$ cat config.mk
export PLATFORM = sky130hd
export DESIGN_NAME = iexecute
export DESIGN_NICKNAME = d
export VERILOG_FILES = /design/src/rtl/iexecute.sv
export SDC_FILE = /design/constraint.sdc
export NUM_CORES = 2
export LEC_CHECK = 0
export CORE_UTILIZATION = 35
export CTS_CLUSTER_SIZE = 25
export DETAILED_ROUTE_END_ITERATION = 16
export GPL_TIMING_DRIVEN = 0
export HOLD_SLACK_MARGIN = 0.06
export PLACE_DENSITY = 0.67
export SLEW_MARGIN = 40
export SYNTH_ARGS = -nofsm -noshare
export SYNTH_HDL_FRONTEND = slang
export SYNTH_SLANG_ARGS = --single-unit
$ cat constraint.sdc
create_clock -name ie_clk -period 21.4 [get_ports ie_clk]
set_input_delay 2.14 -clock ie_clk [delete_from_list [all_inputs] [get_ports ie_clk]]
set_output_delay 2.14 -clock ie_clk [all_outputs]
set_load 0.02 [all_outputs]
$ cat src/rtl/iexecute.sv
// Execute stage of the LEGv8 pipeline: input buffer, single-cycle ALU,
// branch-target adder and an iterative 64-step shift-add multiplier.
// A MUL holds the stage busy for 64 cycles, and decode stalls on busy.

`ifndef WORD
`define WORD 64
`endif

module iexecute (
  input  logic              ie_clk,
  input  logic              reset,
  input  logic [`WORD-1:0]  pc_in,
  input  logic [`WORD-1:0]  read_data1,
  input  logic [`WORD-1:0]  read_data2_in,
  input  logic [`WORD-1:0]  sign_ext_imm,
  input  logic [3:0]        alu_control,
  input  logic              alu_src,
  input  logic              uncond_branch,
  input  logic              branch,
  input  logic              mem_read,
  input  logic              mem_write,
  input  logic              mem_to_reg_in,
  input  logic              reg_write_in,
  input  logic [4:0]        write_reg_in,
  input  logic              flush,
  output logic [`WORD-1:0]  pc_out,
  output logic [`WORD-1:0]  alu_result,
  output logic              zero,
  output logic [`WORD-1:0]  read_data2,
  output logic              uncond_branch_out,
  output logic              branch_out,
  output logic              mem_read_out,
  output logic              mem_write_out,
  output logic              mem_to_reg_out,
  output logic              reg_write_out,
  output logic [4:0]        write_reg_out,
  output logic              busy
);

  localparam logic [3:0] OP_AND  = 4'b0000;
  localparam logic [3:0] OP_ORR  = 4'b0001;
  localparam logic [3:0] OP_ADD  = 4'b0010;
  localparam logic [3:0] OP_SUB  = 4'b0110;
  localparam logic [3:0] OP_PASS = 4'b0111;
  localparam logic [3:0] OP_NOR  = 4'b1100;
  localparam logic [3:0] OP_MUL  = 4'b1000;

  typedef enum logic {IDLE, MUL_RUN} state_t;

  state_t state, state_nxt;

  // Input buffer
  logic [`WORD-1:0] pc_buf, a_buf, rd2_buf, imm_buf;
  logic [3:0]       op_buf;
  logic             src_buf;
  logic [5:0]       ctrl_buf;   // {uncond, branch, mem_read, mem_write, mem_to_reg, reg_write}
  logic [4:0]       wr_buf;

  // Multiplier state
  logic [`WORD-1:0] mcand, mplier, acc, acc_nxt, product;
  logic [5:0]       count;

  logic             capture, start_mul;
  logic [`WORD-1:0] op_b;

  assign busy      = (state == MUL_RUN);
  assign capture   = (state == IDLE);
  assign start_mul = capture && (alu_control == OP_MUL) && !flush;
  assign acc_nxt   = mplier[0] ? (acc + mcand) : acc;

  // State register
  always_ff @(posedge ie_clk or posedge reset) begin
    if (reset) state <= IDLE;
    else       state <= state_nxt;
  end

  // Next-state: start on an unflushed MUL capture, finish after step 63
  always_comb begin
    state_nxt = state;
    case (state)
      IDLE:    if (start_mul) state_nxt = MUL_RUN;
      MUL_RUN: if (count == 6'd63) state_nxt = IDLE;
      default: state_nxt = IDLE;
    endcase
  end

  // Input buffer: load when not busy, flush zeroes only the control bits
  always_ff @(posedge ie_clk or posedge reset) begin
    if (reset) begin
      pc_buf   <= '0;
      a_buf    <= '0;
      rd2_buf  <= '0;
      imm_buf  <= '0;
      op_buf   <= '0;
      src_buf  <= 1'b0;
      ctrl_buf <= '0;
      wr_buf   <= '0;
    end else if (capture) begin
      pc_buf   <= pc_in;
      a_buf    <= read_data1;
      rd2_buf  <= read_data2_in;
      imm_buf  <= sign_ext_imm;
      op_buf   <= alu_control;
      src_buf  <= alu_src;
      ctrl_buf <= flush ? 6'b0 : {uncond_branch, branch, mem_read,
                                  mem_write, mem_to_reg_in, reg_write_in};
      wr_buf   <= write_reg_in;
    end
  end

  // Shift-add multiplier: one multiplier bit per cycle, product on the last step
  always_ff @(posedge ie_clk or posedge reset) begin
    if (reset) begin
      mcand   <= '0;
      mplier  <= '0;
      acc     <= '0;
      product <= '0;
      count   <= '0;
    end else if (start_mul) begin
      mcand  <= read_data1;
      mplier <= alu_src ? sign_ext_imm : read_data2_in;
      acc    <= '0;
      count  <= '0;
    end else if (state == MUL_RUN) begin
      acc    <= acc_nxt;
      mcand  <= mcand << 1;
      mplier <= mplier >> 1;
      count  <= count + 6'd1;
      if (count == 6'd63) product <= acc_nxt;
    end
  end

  // ALU on buffered operands; MUL reports the last registered product
  always_comb begin
    op_b       = src_buf ? imm_buf : rd2_buf;
    alu_result = '0;
    case (op_buf)
      OP_AND:  alu_result = a_buf & op_b;
      OP_ORR:  alu_result = a_buf | op_b;
      OP_ADD:  alu_result = a_buf + op_b;
      OP_SUB:  alu_result = a_buf - op_b;
      OP_PASS: alu_result = op_b;
      OP_NOR:  alu_result = ~(a_buf | op_b);
      OP_MUL:  alu_result = product;
      default: alu_result = '0;
    endcase
  end

  assign zero          = (alu_result == '0);
  assign pc_out        = pc_buf + (imm_buf << 2);
  assign read_data2    = rd2_buf;
  assign write_reg_out = wr_buf;

  // Memory stage sees bubbles while the multiplier runs
  assign {uncond_branch_out, branch_out, mem_read_out,
          mem_write_out, mem_to_reg_out, reg_write_out} = busy ? 6'b0 : ctrl_buf;

endmodule

==> out/results.tsv <==
stage	metric	value	unit
status	run_status	complete, no violations	
critical_path	ff2ff_path_depth	15	
detailed_routing	final_antenna_net_count	0	
sta	fmax	0.0687	GHz
global_route	grt_overflow_total	0	
detailed_routing	vias	36892	
placement	place_ws	8.15	ns
placement	dp_hpwl	136000	um
clocking	cts_hold_repair.buffers	0	
placement	portBuffers	478	
clocking	cts_max_level	3	
floorplanning	start_util	35.5	%
critical_path	crit_arrival	12.41	ns
yosys	synth_area	0.0382	sq mm
critical_path	cp-end-kind	output pin	
sta	finalCritPeriodShare	68.0	%
clocking	clock_path_buffers	3	
global_route	grt_pass1_vias	35635	
yosys	synth_mux_area_share	13.5	%
critical_path	worstSetupStartpoint	op_buf[0]	
cells_and_area	layout_common_cells	dfrtp_1 (535), clkdlybuf4s50_1 (478), nand2_1 (459)	
sta	worst_hold_slack	0.487	ns
critical_path	max_stage_delay	0.74	ns
yosys	synth-compound-area-share	20.9	%
yosys	postSynthCellCount	4217	
cells_and_area	final_cell_count_no_fill	6243	
global_route	grt_max_degree	77	
sta	skew	0.0210	ns
floorplanning	io_pins	480	
clocking	cts.sinks	535	
clocking	cts_setup_buffers	0	
clocking	cts_buffers	67	
floorplanning	die_w	332	um
clocking	cts_tree	built	
clocking	cts_resized	0	
floorplanning	dieHeight	332	um
cells_and_area	fin_nets	5246	
cells_and_area	drive_gt1_share	10.9	%
critical_path	worstReg2RegStart	mcand[0]	
clocking	path_clk_slew	0.06	ns
floorplanning	rows	120	
yosys	syn_nets	4686	
sta	finalCriticalPeriod	14.55	ns
critical_path	crit_required	19.26	ns
critical_path	startpoint_type	flip-flop	
sta	fin_ws	6.85	ns
sta	rsz0062_at_grt	false	
floorplanning	die-area	0.110	sq mm
yosys	ys_types	98	
detailed_routing	drc	0	
cells_and_area	final_common_cell	dfrtp_1	
run	cap_violations	0	
yosys	yosys.area_share.simple	14.8	%
sta	setup_viol	0	
yosys	yosys.area_share.xor_xnor	4.82	%
placement	dp_cells	6111	
yosys	synth.avg_cell_area	9.05	sq um
yosys	ys_warn_count	0	
sta	final_hold_viol_count	0	
detailed_routing	via_per_inst	5.91	
global_route	antenna_found_initial	16	
sta	slew_violations	0	
global_route	gr-usage-all-layers	29.5	%
sta	worstMarginPinSlew	1.02	ns
yosys	synth_seq_cells	535	
detailed_routing	finalWirelength	168000	um
critical_path	setup.worst_path.class	flip-flop to output pin	
floorplanning	coreArea	0.108	sq mm
critical_path	cp_common_cell	clkbuf_1	
critical_path	cp-endpoint	zero	
detailed_routing	firstDrtPassIters	8	
detailed_routing	drtIter0Drc	3695	
critical_path	rrSetupSlack	16.46	ns
clocking	clk_latency	0.63	ns
yosys	synth_top_family_by_area	compound AO/OA/AOI/OAI gates	
critical_path	cp_max_fo	10	
yosys	synth_fa_ha_area_share	7.16	%
clocking	cts_root_buf	clkbuf_16	
critical_path	slowest_stage	buf_1	
yosys	synth_edf_count	0	
global_route	grt_pass1_wl	242000	um
sta	slew_headroom	32.2	%
worst_hold_path	hp-class	flip-flop to flip-flop	
critical_path	rr_endpoint	acc[60]	
yosys	synthFlopType	dfrtp_1	
yosys	synthArstFlopShare	100	%
cells_and_area	area_delta_synth_final	24.4	%
cells_and_area	final_core_util	44.1	%
yosys	synth_seq_area_share	35.1	%
detailed_routing	routedWlPerCell	26.8	um
placement	place_congestion	1.01	
## metrics by stage
step                TNS [ns]  cell area [sq um]
floorplan                  0              38200
global placement    -1452.89              44700
detailed placement         0              45100
CTS                        0              47500
global route               0              47500
finish                     0              47500
## cell type report
class,count,area (sq um)
Clock buffer,88,1900
Buffer,266,1110
Inverter,93,357
Sequential cell,535,13400
Multi-Input combinational cell,3323,23500
Clock inverter,31,435
Tap cell,1403,1760
Fill cell,10320,60100
Timing Repair Buffer,491,5080
Antenna cell,13,32.5
## per-layer routing
layer | up-vias | global-route usage [%] | wire length, um
li1 | 16639 | - | -
met5 | - | 0 | 20
met4 | 4 | 10.6 | 6060
met3 | 295 | 5.18 | 13400
met1 | 18252 | 40.0 | 72600
met2 | 1702 | 46.9 | 75600
## cells by family (layout without fill, tap and decap cells)
kind of cell	count (synthesis)	count (layout)
compound gates	1212	1212
xor+xnor	210	210
other cells	0	13
simple gates	1203	1203
fa+ha+maj	222	222
mux	476	476
buf+inv	359	969
flops	535	535
## synthesized netlist by cell type, types with 11 or more instances
| cell type | instances | area share, % |
|---|---|---|
| a22oi_1 | 77 | 1.5 |
| nand2_1 | 459 | 4.5 |
| a211oi_1 | 25 | 0.49 |
| nand2b_1 | 41 | 0.67 |
| dfrtp_1 | 535 | 35 |
| o22ai_1 | 13 | 0.21 |
| mux2i_1 | 176 | 4.6 |
| o21a_1 | 37 | 0.73 |
| o211ai_1 | 27 | 0.53 |
| nand3_1 | 96 | 1.3 |
| buf_1 | 18 | 0.18 |
| xnor2_1 | 136 | 3.1 |
| and2_1 | 17 | 0.28 |
| nor2_1 | 272 | 2.7 |
| o21ai_0 | 279 | 3.7 |
| clkbuf_1 | 231 | 2.3 |
| a22o_1 | 18 | 0.41 |
| a221oi_1 | 13 | 0.30 |
| inv_1 | 85 | 0.84 |
| a211o_1 | 15 | 0.34 |
| o21bai_1 | 34 | 0.67 |
| ha_1 | 191 | 6.3 |
| nand4_1 | 66 | 1.1 |
| nor2b_1 | 29 | 0.48 |
| and4_1 | 11 | 0.25 |
| nor3b_1 | 13 | 0.26 |
| a31oi_1 | 40 | 0.66 |
| a221o_1 | 69 | 1.8 |
| a21oi_1 | 296 | 3.9 |
| or3_1 | 24 | 0.39 |
| a21o_1 | 128 | 2.5 |
| o221ai_1 | 15 | 0.34 |
| nor3_1 | 81 | 1.1 |
| o21ai_1 | 11 | 0.14 |
| maj3_1 | 26 | 0.68 |
| and3_1 | 28 | 0.46 |
| xor2_1 | 74 | 1.7 |
| mux2_2 | 291 | 8.6 |
| o31ai_1 | 18 | 0.35 |
| nor4_1 | 16 | 0.26 |
## worst min-delay path by stage
stage                     slack [ns]   startpoint  depth (start not counted)           to
after global placement          0.47  product[54]                          2  product[54]
after detailed placement        0.47  product[51]                          2  product[51]
final                           0.49  product[54]                          2  product[54]
after floorplan                 0.44  product[15]                          2  product[15]
after CTS                       0.49  product[51]                          2  product[51]
after global routing            0.50  product[51]                          2  product[51]
## state kept, by name, indices dropped and copies added (netlist names), 4 cells and up
| name | cells |
|---|---|
| pc_buf | 64 |
| count | 6 |
| acc | 64 |
| a_buf | 64 |
| product | 64 |
| read_data2 | 64 |
| mcand | 64 |
| imm_buf | 64 |
| write_reg_out | 5 |
| op_buf | 4 |
| mplier | 64 |
| ctrl_buf | 6 |
## critical path: cells and delay by family (launching register included)
kind | cells | cell delay (ns)
and+or+nand+nor | 11 | 3.90
AOI/OAI and AO/OA | 5 | 2.09
buffers and inverters | 10 | 5.01
DFF | 1 | 0.37
adders and majority gates | 1 | 0.24
xor gates and xnor gates | 1 | 0.13
Power is left out: the tool's default activity adds up to more than one toggle a clock period on the data nets, which glitch-free logic cannot reach.
